**src/rtl/watering_request_ctrl_if.sv**
```systemverilog
// Handshake bundle between the moisture front end and watering_request_ctrl.
// manual_water exists only when MANUAL_OVERRIDE_EN is defined.
interface watering_request_ctrl_if #(
  parameter int MOIST_W = 8
);
  logic [MOIST_W-1:0] moisture;
  logic               moisture_valid;
  logic               tank_empty;
  logic               fault_clear;
`ifdef MANUAL_OVERRIDE_EN
  logic               manual_water;
`endif
  logic               watering;
  logic               timeout_fault;
  logic [1:0]         state_o;

  modport master (
`ifdef MANUAL_OVERRIDE_EN
    output manual_water,
`endif
    output moisture, moisture_valid, tank_empty, fault_clear,
    input  watering, timeout_fault, state_o
  );

  modport slave (
`ifdef MANUAL_OVERRIDE_EN
    input  manual_water,
`endif
    input  moisture, moisture_valid, tank_empty, fault_clear,
    output watering, timeout_fault, state_o
  );
endinterface

```
**src/rtl/watering_request_ctrl.sv**
```systemverilog
// Debounced, hysteretic, time-capped watering request with cooldown and timeout fault.
// Optional MANUAL_OVERRIDE_EN: manual_water forces WATERING from IDLE or COOLDOWN.
module watering_request_ctrl #(
  parameter int MOIST_W       = 8,
  parameter int LOW_TH        = 60,
  parameter int HIGH_TH       = 140,
  parameter int DEBOUNCE      = 3,
  parameter int MAX_WATER_CYC = 1000,
  parameter int COOLDOWN_CYC  = 500
) (
  input logic                    i_clock,
  input logic                    i_reset,
  watering_request_ctrl_if.slave bus
);
  localparam int TMAX = (MAX_WATER_CYC > COOLDOWN_CYC) ? MAX_WATER_CYC : COOLDOWN_CYC;
  localparam int TW   = $clog2(TMAX + 1);
  localparam int DW   = $clog2(DEBOUNCE + 1);

  localparam logic [MOIST_W-1:0] LOW_V    = MOIST_W'(LOW_TH);
  localparam logic [MOIST_W-1:0] HIGH_V   = MOIST_W'(HIGH_TH);
  localparam logic [DW-1:0]      D_SAT    = DW'(DEBOUNCE);
  localparam logic [TW-1:0]      T_WATER  = TW'(MAX_WATER_CYC - 1);
  localparam logic [TW-1:0]      T_COOL   = TW'(COOLDOWN_CYC - 1);

  typedef enum logic [1:0] {
    ST_IDLE  = 2'b00,
    ST_WATER = 2'b01,
    ST_COOL  = 2'b10,
    ST_FAULT = 2'b11
  } state_t;

  state_t        r_state, w_state_nxt;
  logic [DW-1:0] r_dry_cnt, w_dry_nxt;
  logic [TW-1:0] r_timer;
  logic          w_dry, w_wet, w_manual;

  assign w_dry = bus.moisture_valid && (bus.moisture < LOW_V);
  assign w_wet = bus.moisture_valid && (bus.moisture >= HIGH_V);
`ifdef MANUAL_OVERRIDE_EN
  assign w_manual = bus.manual_water;
`else
  assign w_manual = 1'b0;
`endif

  always_comb begin
    w_state_nxt = r_state;
    w_dry_nxt   = r_dry_cnt;
    case (r_state)
      ST_IDLE: begin
        if (bus.moisture_valid)
          w_dry_nxt = w_dry ? ((r_dry_cnt == D_SAT) ? D_SAT : r_dry_cnt + DW'(1)) : '0;
        // A saturated count waits here until the tank refills.
        if (!bus.tank_empty && (w_dry_nxt == D_SAT || w_manual))
          w_state_nxt = ST_WATER;
      end
      ST_WATER: begin
        if (w_wet || bus.tank_empty) w_state_nxt = ST_COOL;
        else if (r_timer == T_WATER) w_state_nxt = ST_FAULT;
      end
      ST_COOL: begin
        if (w_manual && !bus.tank_empty) w_state_nxt = ST_WATER;
        else if (r_timer == T_COOL)      w_state_nxt = ST_IDLE;
      end
      ST_FAULT: begin
        if (bus.fault_clear) w_state_nxt = ST_IDLE;
      end
      default: w_state_nxt = ST_IDLE;
    endcase
    if (w_state_nxt != ST_IDLE) w_dry_nxt = '0;
  end

  always_ff @(posedge i_clock) begin
    if (!i_reset) begin
      r_state   <= ST_IDLE;
      r_dry_cnt <= '0;
      r_timer   <= '0;
    end else begin
      r_state   <= w_state_nxt;
      r_dry_cnt <= w_dry_nxt;
      if (w_state_nxt != r_state) r_timer <= '0;
      else if (r_timer != {TW{1'b1}}) r_timer <= r_timer + TW'(1);
    end
  end

  assign bus.watering      = (r_state == ST_WATER);
  assign bus.timeout_fault = (r_state == ST_FAULT);
  assign bus.state_o       = r_state;
endmodule
```
**src/flat_wrapper.sv**
```systemverilog
// flat-port wrapper written by rule: the top's interface ports become plain ports
module watering_request_ctrl_flat 
#(
  parameter int MOIST_W       = 8,
  parameter int LOW_TH        = 60,
  parameter int HIGH_TH       = 140,
  parameter int DEBOUNCE      = 3,
  parameter int MAX_WATER_CYC = 1000,
  parameter int COOLDOWN_CYC  = 500
)
  (i_clock, i_reset, bus_moisture, bus_moisture_valid, bus_tank_empty, bus_fault_clear, bus_watering, bus_timeout_fault, bus_state_o);
  watering_request_ctrl_if #(.MOIST_W(MOIST_W)) bus_i ();
  input logic i_clock;
  input logic i_reset;
  input wire logic [$bits(bus_i.moisture)-1:0] bus_moisture;
  input wire logic [$bits(bus_i.moisture_valid)-1:0] bus_moisture_valid;
  input wire logic [$bits(bus_i.tank_empty)-1:0] bus_tank_empty;
  input wire logic [$bits(bus_i.fault_clear)-1:0] bus_fault_clear;
  output wire logic [$bits(bus_i.watering)-1:0] bus_watering;
  output wire logic [$bits(bus_i.timeout_fault)-1:0] bus_timeout_fault;
  output wire logic [$bits(bus_i.state_o)-1:0] bus_state_o;
  assign bus_i.moisture = bus_moisture;
  assign bus_i.moisture_valid = bus_moisture_valid;
  assign bus_i.tank_empty = bus_tank_empty;
  assign bus_i.fault_clear = bus_fault_clear;
  assign bus_watering = bus_i.watering;
  assign bus_timeout_fault = bus_i.timeout_fault;
  assign bus_state_o = bus_i.state_o;
  watering_request_ctrl #(.MOIST_W(MOIST_W), .LOW_TH(LOW_TH), .HIGH_TH(HIGH_TH), .DEBOUNCE(DEBOUNCE), .MAX_WATER_CYC(MAX_WATER_CYC), .COOLDOWN_CYC(COOLDOWN_CYC)) u_core (.i_clock(i_clock), .i_reset(i_reset), .bus(bus_i));
endmodule
```
**config.mk**
```make
export PLATFORM = sky130hd
export DESIGN_NAME = watering_request_ctrl_flat
export DESIGN_NICKNAME = d
export VERILOG_FILES = /design/src/rtl/watering_request_ctrl_if.sv /design/src/rtl/watering_request_ctrl.sv /design/src/flat_wrapper.sv
export SDC_FILE = /design/constraint.sdc
export NUM_CORES = 1
export LEC_CHECK = 0
export BUFFER_PORTS_ARGS = -buffer_cell sky130_fd_sc_hd__buf_2
export CAP_MARGIN = 25
export CELL_PAD_IN_SITES_DETAIL_PLACEMENT = 1
export CELL_PAD_IN_SITES_GLOBAL_PLACEMENT = 1
export CORE_ASPECT_RATIO = 1.25
export CORE_UTILIZATION = 30
export CTS_CLUSTER_SIZE = 25
export DETAILED_ROUTE_END_ITERATION = 6
export GPL_ROUTABILITY_DRIVEN = 0
export PLACE_DENSITY = 0.66
export SETUP_SLACK_MARGIN = 0.5
export SYNTH_ARGS = -nofsm -noshare
export SYNTH_HDL_FRONTEND = slang
export SYNTH_SLANG_ARGS = --single-unit
```
**constraint.sdc**
```tcl
create_clock -name i_clock -period 3 [get_ports i_clock]
set_input_delay 0.3 -clock i_clock [delete_from_list [all_inputs] [get_ports i_clock]]
set_output_delay 0.3 -clock i_clock [all_outputs]
set_load 0.01 [all_outputs]
```
* Yosys cells after proc, flatten, opt, wreduce, memory -nomap -nowiden *
Cells that the tools add are included.

word-level totals
  logic and storage cells = 36
  bits of input ports = 13
  flip-flop bits (word level) = 14
  output and inout port bits = 4

cells by class
  bitwise operators = 1
  equal/unequal tests = 9
  reductions and logical operators = 9
  muxes and demuxes = 10
  $add $sub $neg = 2
  order comparisons = 2

operators by type and width
  operator                                                    number
  two-way mux 2 bit                                           9
  adder 10 x 1 -> 10 bit, second input constant               1
  == test 10 bit, second input constant                       1
  == test 10 x 9 -> 1 bit, second input constant              1
  inequality test 10 bit, second input constant               1
  == test 2 bit, second input constant                        4
  >= comparator 8 bit, second input constant                  1
  less-than comparator 8 x 6 -> 1 bit, second input constant  1
  one-hot mux 2 bit (4 select lines)                          1
  OR reduction 2 bit                                          2
  logical AND 1 bit                                           3
  adder 2 x 1 -> 2 bit, second input constant                 1
  == test 2 x 1 -> 1 bit, second input constant               1
  zero test 2 bit                                             1
  inequality test 2 bit                                       1
  nonzero test 2 bit                                          1
  zero test 1 bit                                             1
  logical OR 1 bit                                            1
  NOT 1 bit                                                   1

* Longest topological paths before layout *
Gate-level depths: netlist of run 1.

  depth in word-level cells = 11
  gate-level depth with buffers = 6
  gate-level depth less buffers = 5

* Worst setup path before layout of run 1 *
No wires, ideal clock.

  path type = register to register
  from = register u_core.r_timer[0]
  to = register u_core.r_timer[1]
  required time = 2,865 ps
  clock period less this slack = 1,804 ps
  cell stages (with the launch flop) = 7
  arrival = 1,669 ps
  path buffers = 1
  path slack = 1,196 ps
  library setup time = 135 ps
  cell sequence = dfxtp_1 -> ha_1 -> or4b_1 -> o41a_1 -> nor2b_1 -> buf_4 -> nor4_1

between the ends
  cells in the longest elaborated chain, start to end = 6
  elaborated cells on any way between the ends = 10
  those cells by class = add/sub (1); eq/ne (4); mux (4); reduce/logical (1)

RTL lines
  what                                 RTL line                     text
  from (decl)                          watering_request_ctrl.sv:34  logic [TW-1:0] r_timer;
  from (signal assigned)               watering_request_ctrl.sv:81  else if (r_timer != {TW{1'b1}}) r_timer <= r_timer + TW'(1);
  == test 10 bit                       watering_request_ctrl.sv:58  else if (r_timer == T_WATER) w_state_nxt = ST_FAULT;
  two-way mux 2 bit                    watering_request_ctrl.sv:58
  two-way mux 2 bit                    watering_request_ctrl.sv:57  if (w_wet || bus.tank_empty) w_state_nxt = ST_COOL;
  one-hot mux 2 bit (4 select lines)   watering_request_ctrl.sv:48  case (r_state)
  inequality test 2 bit                watering_request_ctrl.sv:80  if (w_state_nxt != r_state) r_timer <= '0;
  OR reduction 2 bit (no source line)  n/a

Parallel ways exist; a longest one is shown, timed or not.
A chain may end at the register's enable or synchronous reset.

* Worst setup path after layout of run 1 *
  from = register u_core.r_timer[0]
  to = register u_core.r_timer[6]

Same word-level chain as after synthesis.

==> results of run 1 <==
-- power by group through the flow --
stage               Sequential (mW)  Combinational, mW  Clock (mW)
floorplan                     0.198             0.0181           0
global route                  0.195             0.0350       0.119
detailed placement            0.199             0.0314           0
CTS                           0.194             0.0318       0.111
finish                        0.194             0.0316       0.105
global placement              0.198             0.0307           0
-- per-layer routing --
| metal | GRT usage | up-vias | part of all wire |
|---|---|---|---|
| li1 | - | 437 | - |
| met1 | 0.157 | 393 | 0.45 |
| met2 | 0.309 | 17 | 0.50 |
| met3 | 0.0173 | 4 | 0.033 |
| met4 | 0.0735 | 0 | 0.011 |
| met5 | 0 | - | 0 |
-- layout by cell type, fill, tap and decap left out, drive strengths merged, types with 2 or more instances in the layout --
master / count
and3: 3
and2: 2
nor4: 13
buf: 16
inv: 2
nand4: 3
xor2: 2
dfxtp: 14
nor2b: 3
a21oi: 4
o31ai: 2
nor2: 4
clkbuf: 3
mux2i: 4
nand2: 9
o21ai: 6
nor3: 2
nand3: 5
nand2b: 2
a31oi: 3
-- kinds of logic after synthesis --
logic type      count (synthesis)  share of synthesized area
simple gates                   53                      0.373
compound gates                 23                      0.184
flops                          14                      0.330
buf+inv                         6                     0.0309
mux                             4                     0.0471
xor+xnor                        2                     0.0206
fa+ha+maj                       1                     0.0147
-- how the worst max path moves through the flow --
stage,end,from,cells after the start,slack [ns]
finish,u_core.r_timer[6]$_SDFFE_PP0P_,u_core.r_timer[0]$_SDFFE_PP0P_,6,1.00
global placement,u_core.r_timer[5]$_SDFFE_PP0P_,u_core.r_timer[0]$_SDFFE_PP0P_,6,1.03
floorplan,u_core.r_timer[1]$_SDFFE_PP0P_,u_core.r_timer[0]$_SDFFE_PP0P_,6,1.20
detailed placement,u_core.r_timer[6]$_SDFFE_PP0P_,u_core.r_timer[0]$_SDFFE_PP0P_,6,1.02
global route,u_core.r_timer[9]$_SDFFE_PP0P_,u_core.r_timer[0]$_SDFFE_PP0P_,6,0.93
CTS,u_core.r_timer[6]$_SDFFE_PP0P_,u_core.r_timer[0]$_SDFFE_PP0P_,6,0.99
-- per-stage QoR --
step	utilization	power, mW	hold WS, ns	setup WS [ns]
after floorplan	-	0.216	0.422	1.20
after global placement	0.358	0.229	0.536	1.03
after detailed placement	0.358	0.230	0.549	1.02
after CTS	0.366	0.337	0.260	0.993
after global routing	0.366	0.349	0.259	0.926
final	0.366	0.330	0.262	1.00
-- registers in the layout, summed over array words and instances, names as in the netlist --
register	cells
u_core.r_timer	10
u_core.bus.state_o	2
u_core.r_dry_cnt	2
-- cell type report --
type	instances	area share
multi-input combinational	83	0.554
sequential	14	0.286
timing repair buffer	16	0.0867
tap	34	0.0434
clock buffer	3	0.0230
inverter	2	0.00765
-- worst max-delay path: stages (launching register included) --
cell,delay (ns)
dfxtp_1,0.38
ha_1,0.26
or4b_1,0.45
o41a_1,0.38
nor2b_1,0.13
buf_4,0.19
nor4_1,0.06
==> impl_metrics.env, run 1 <==
export IMPL_wl_per_cell_um=14.3
export IMPL_row_count=21
export IMPL_cp_arrival_ns=2.14
export IMPL_pwr_share_seq=0.588
export IMPL_num_vias=851
export IMPL_wl_um=2170
export IMPL_ys_warn_count=0
export IMPL_status="finished clean"
export IMPL_grt_remaining_overflow=0
export IMPL_synth_top_area_share=0.330
export IMPL_tns_ns=0
export IMPL_setup_viol_count_final=0
export IMPL_crit_fanout=10
export IMPL_ys_seq_elements=14
export IMPL_die_h_um=61.5
export IMPL_async_flop_share=0
export IMPL_p_sw_mw=0.0791
export IMPL_io_pins=17
export IMPL_coreArea_um2=2680
export IMPL_fp_dieArea_um2=3050
export IMPL_r2r_start="u_core.r_timer[0]$_SDFFE_PP0P_"
export IMPL_nNetsFinal=134
export IMPL_layout_drive_gt1_share=0.212
export IMPL_cts_resized_gates=0
export IMPL_r2r_end="u_core.r_timer[6]$_SDFFE_PP0P_"
export IMPL_critPathCaptureType="flop"
export IMPL_area_growth_synth_to_final_pct=15.5
export IMPL_syn_area_per_cell_um2=8.25
export IMPL_leakagePower_nw=0.332
export IMPL_grt_util_all_layers=0.153
export IMPL_internal_power_mw=0.251
export IMPL_path_clk_slew_ns=0.08
export IMPL_ys_flop_type="dfxtp_1"
export IMPL_worst_hold_path_num_cells=2
export IMPL_switching_share=0.239
export IMPL_synth_edf_count=0
export IMPL_cp_start_kind="flop"
export IMPL_powerDensity_nw_per_um2=337
export IMPL_clock_sinks=14
export IMPL_grt_max_degree=13
export IMPL_viasPerCell=5.60
export IMPL_fmax_ghz=0.501
export IMPL_p_clk_frac=0.317
export IMPL_synth_commonest_cells="dfxtp_1, nor4_1, nand2_1"
export IMPL_min_to="u_core.bus.state_o[0]$_SDFF_PN0_"
export IMPL_drt_antenna_violating_nets=0
export IMPL_cts_buffers=3
export IMPL_dpl_cell_area_um2=958
export IMPL_syn_num_nets=117
export IMPL_reg2reg_depth=6
export IMPL_first_iter_violations=12
export IMPL_initial_core_util=0.317
export IMPL_synth_largest_area_cell="dfxtp_1"
export IMPL_antenna_cells=0
export IMPL_timing_hold_violations_final=0
export IMPL_min_period_ns=2.00
export IMPL_cts_path_max_buffers=2
export IMPL_skew_ns=0.00550
export IMPL_insertion_delay_ns=0.28
export IMPL_drcViolationCount=0
export IMPL_required_ns=3.14
export IMPL_synth_area_leaders="dfxtp_1, nor4_1, mux2i_1"
export IMPL_max_slew_margin_rel=0.678
export IMPL_grt_pass1_vias=826
export IMPL_finalCritPeriodShare=0.665
export IMPL_hp_class="primary input to flop"
export IMPL_multi_input_area_um2=543
export IMPL_critical_path_class="flop to flop"
export IMPL_dieWidth_um=49.6
export IMPL_cts_hold_buffers=0
export IMPL_cts_root_buf="clkbuf_4"
export IMPL_r2r_slack_ns=1.00
export IMPL_post_cts_setup_buffers=0
export IMPL_worst_pin_slew_ns=0.482
export IMPL_cts_tree="yes"
export IMPL_stdcell_area_um2=981
export IMPL_dr_pass1_iters=3
export IMPL_finalMaxSlewViolations=0
export IMPL_fin_cells=152
export IMPL_synth_cells=103
export IMPL_portBuffers=14
export IMPL_cap_violations=0
export IMPL_antenna_found_initial=0
export IMPL_regArea_um2=280
export IMPL_ir_worst_vdd_v=0.000217
export IMPL_combinationalPowerShare=0.096
export IMPL_hold_path_startpoint="i_reset"
export IMPL_seq_area_frac_synth=0.330
export IMPL_grt_pass1_wl_um=3510
export IMPL_hpwl_um=1630
export IMPL_synthesis_area_um2=850
export IMPL_post_synth_top_count_cell="dfxtp_1"
export IMPL_rsz0062_at_grt="false"
export IMPL_cts_htree_levels=1
export IMPL_synth_cell_types=37
export IMPL_dp_cells=149
export IMPL_nFillCells=348
Power figures use the tool's default switching activity.
==> inputs of run 2 (changes only) <==
Settings changed: PLACE_DENSITY 0.66 to 0.68.
Clock period 3 ns to 1.62 ns, I/O delays scaled along.
==> run 2 against run 1 <==
The flow now finishes with violations (negative setup slack). Hold slack worse by 0.12 ns. Fmax rose by 8.6%. Power up 93%. Die area is the same. Non-clock buffer count up 17. Routed wire length grew 25%. Final cell count up 11%. Register-to-register slack got worse by 1.2 ns. Largest cell class unchanged. Highest routed layer unchanged.
==> impl_metrics.env, run 2 (synthesized netlist as in run 1, its figures left out) <==
export IMPL_critical_path_class="flop to flop"
export IMPL_fmax_ghz=0.544
export IMPL_dp_cells=163
export IMPL_grt_util_all_layers=0.191
export IMPL_regArea_um2=288
export IMPL_insertion_delay_ns=0.27
export IMPL_top_register="u_core.r_timer"
export IMPL_nFillCells=339
export IMPL_violations="negative setup slack"
export IMPL_wl_per_cell_um=16.1
export IMPL_internal_power_mw=0.480
export IMPL_first_iter_violations=17
export IMPL_ir_worst_vdd_v=0.000334
export IMPL_pwr_share_seq=0.562
export IMPL_hp_class="primary input to flop"
export IMPL_die_h_um=61.5
export IMPL_p_clk_frac=0.302
export IMPL_status="finished with violations"
export IMPL_critPathCaptureType="flop"
export IMPL_combinationalPowerShare=0.136
export IMPL_largest_reg_flops=10
export IMPL_multi_input_area_um2=593
export IMPL_drt_antenna_violating_nets=0
export IMPL_dieWidth_um=49.6
export IMPL_powerDensity_nw_per_um2=535
export IMPL_cts_buffers=3
export IMPL_cts_htree_levels=1
export IMPL_critPathMaxStageDelay_ns=0.44
export IMPL_viasPerCell=5.69
export IMPL_mostFrequentLayoutCell="buf_4"
export IMPL_layout_drive_gt1_share=0.407
export IMPL_row_count=21
export IMPL_cp_buffers_inverters=1
export IMPL_grt_remaining_overflow=0
export IMPL_num_vias=962
export IMPL_finalMaxSlewViolations=0
export IMPL_path_clk_slew_ns=0.08
export IMPL_cp_arrival_ns=2.00
export IMPL_leakagePower_nw=0.435
export IMPL_cp_slowest_cell="or4b_4"
export IMPL_cap_violations=0
export IMPL_cts_hold_buffers=0
export IMPL_postLayoutCoreUtil=0.444
export IMPL_hold_ws_ns=0.146
export IMPL_grt_pass1_wl_um=4330
export IMPL_stdcell_area_um2=1190
export IMPL_drcViolationCount=0
export IMPL_antenna_found_initial=0
export IMPL_antenna_cells=0
export IMPL_cts_root_buf="clkbuf_4"
export IMPL_dpl_cell_area_um2=1080
export IMPL_p_sw_mw=0.156
export IMPL_skew_ns=0.00216
export IMPL_required_ns=1.79
export IMPL_cpLargestDelayFamily="simple AND/OR/NAND/NOR gates"
export IMPL_max_slew_margin_rel=0.749
export IMPL_place_ws_ns=-0.212
export IMPL_setup_ws_ns=-0.218
export IMPL_fp_dieArea_um2=3050
export IMPL_crit_chain="ha_4 > or4b_4 > o41a_1 > nor2b_2 > buf_4 > nor4_1"
export IMPL_fin_cells=169
export IMPL_clock_sinks=14
export IMPL_cp_start_kind="flop"
export IMPL_rsz0062_at_grt="true"
export IMPL_area_growth_synth_to_final_pct=40.1
export IMPL_grt_pass1_vias=998
export IMPL_cts_tree="yes"
export IMPL_finalCritPeriodShare=1.13
export IMPL_crit_fanout=5
export IMPL_dr_pass1_iters=4
export IMPL_initial_core_util=0.317
export IMPL_setup_viol_count_final=13
export IMPL_grt_max_degree=13
export IMPL_worst_pin_slew_ns=0.373
export IMPL_min_period_ns=1.84
export IMPL_timing_hold_violations_final=0
export IMPL_switching_share=0.245
export IMPL_coreArea_um2=2680
export IMPL_hpwl_um=1890
export IMPL_cts_path_max_buffers=2
export IMPL_wl_um=2720
export IMPL_layout_common_cells="buf_4, nor4_1, buf_2, dfxtp_1, nand2_1"
export IMPL_nNetsFinal=151
export IMPL_io_pins=17
export IMPL_portBuffers=14
[run 2: changes by cell type in the layout (fill, tap and decap cells not counted), moves of 2 or more]
| cell | delta |
|---|---|
| buf_2 | -2 |
| buf_4 | +14 |
| buf_6 | +5 |
| dfxtp_1 | -4 |
| dfxtp_2 | +3 |
| nor2b_1 | -2 |
[run 2: layer usage]
layer / up-vias / part of all wire / GRT usage
li1: 465 / - / -
met1: 463 / 0.39 / 0.180
met2: 32 / 0.57 / 0.411
met3: 2 / 0.037 / 0.0296
met4: 0 / 0.0048 / 0.0735
met5: - / 0 / 0
[run 2: final timing paths]
check / cells past startpoint / endpoint / slack, ns / startpoint
setup / recovery: 6 / u_core.r_timer[0]$_SDFFE_PP0P_ / -0.22 / u_core.r_timer[1]$_SDFFE_PP0P_
hold / removal: 2 / u_core.bus.state_o[0]$_SDFF_PN0_ / 0.15 / i_reset
setup reg to reg: 6 / u_core.r_timer[0]$_SDFFE_PP0P_ / -0.22 / u_core.r_timer[1]$_SDFFE_PP0P_
hold reg to reg: 2 / u_core.r_timer[9]$_SDFFE_PP0P_ / 0.59 / u_core.r_timer[9]$_SDFFE_PP0P_
[run 2: cell type report]
type / count / share of cell area
inverter: 2 / 0.00631
clock buffer: 3 / 0.0189
sequential: 14 / 0.242
multi-input combinational: 83 / 0.498
timing repair buffer: 33 / 0.199
tap: 34 / 0.0358
[run 2: timing repair]
item,CTS,global route
endpoints found under the setup margin,16,16
cloned,1,0
pin swaps,4,1
resized for setup,15,5
hold endpoints to repair,0,0
setup buffers,2,0
[run 2: stage by stage]
step	TNS, ns	total power, mW
final	-2.42	0.636
after global routing	-2.78	0.670
after CTS	-2.44	0.651
after detailed placement	-2.19	0.448
after global placement	-1.78	0.442
after floorplan	-1.03	0.406
[run 2: worst register-to-register path, cell delays in order, from the launching register on]
cell	delay, ns
dfxtp_2	0.36
ha_4	0.14
or4b_4	0.44
o41a_1	0.38
nor2b_2	0.17
buf_4	0.17
nor4_1	0.06
[run 2: power by group through the flow]
stage | Combinational [mW] | Sequential (mW) | Clock [mW]
floorplan | 0.0367 | 0.369 | 0
global placement | 0.0751 | 0.366 | 0
detailed placement | 0.0805 | 0.367 | 0
CTS | 0.0842 | 0.357 | 0.209
global route | 0.0944 | 0.358 | 0.218
finish | 0.0864 | 0.358 | 0.192
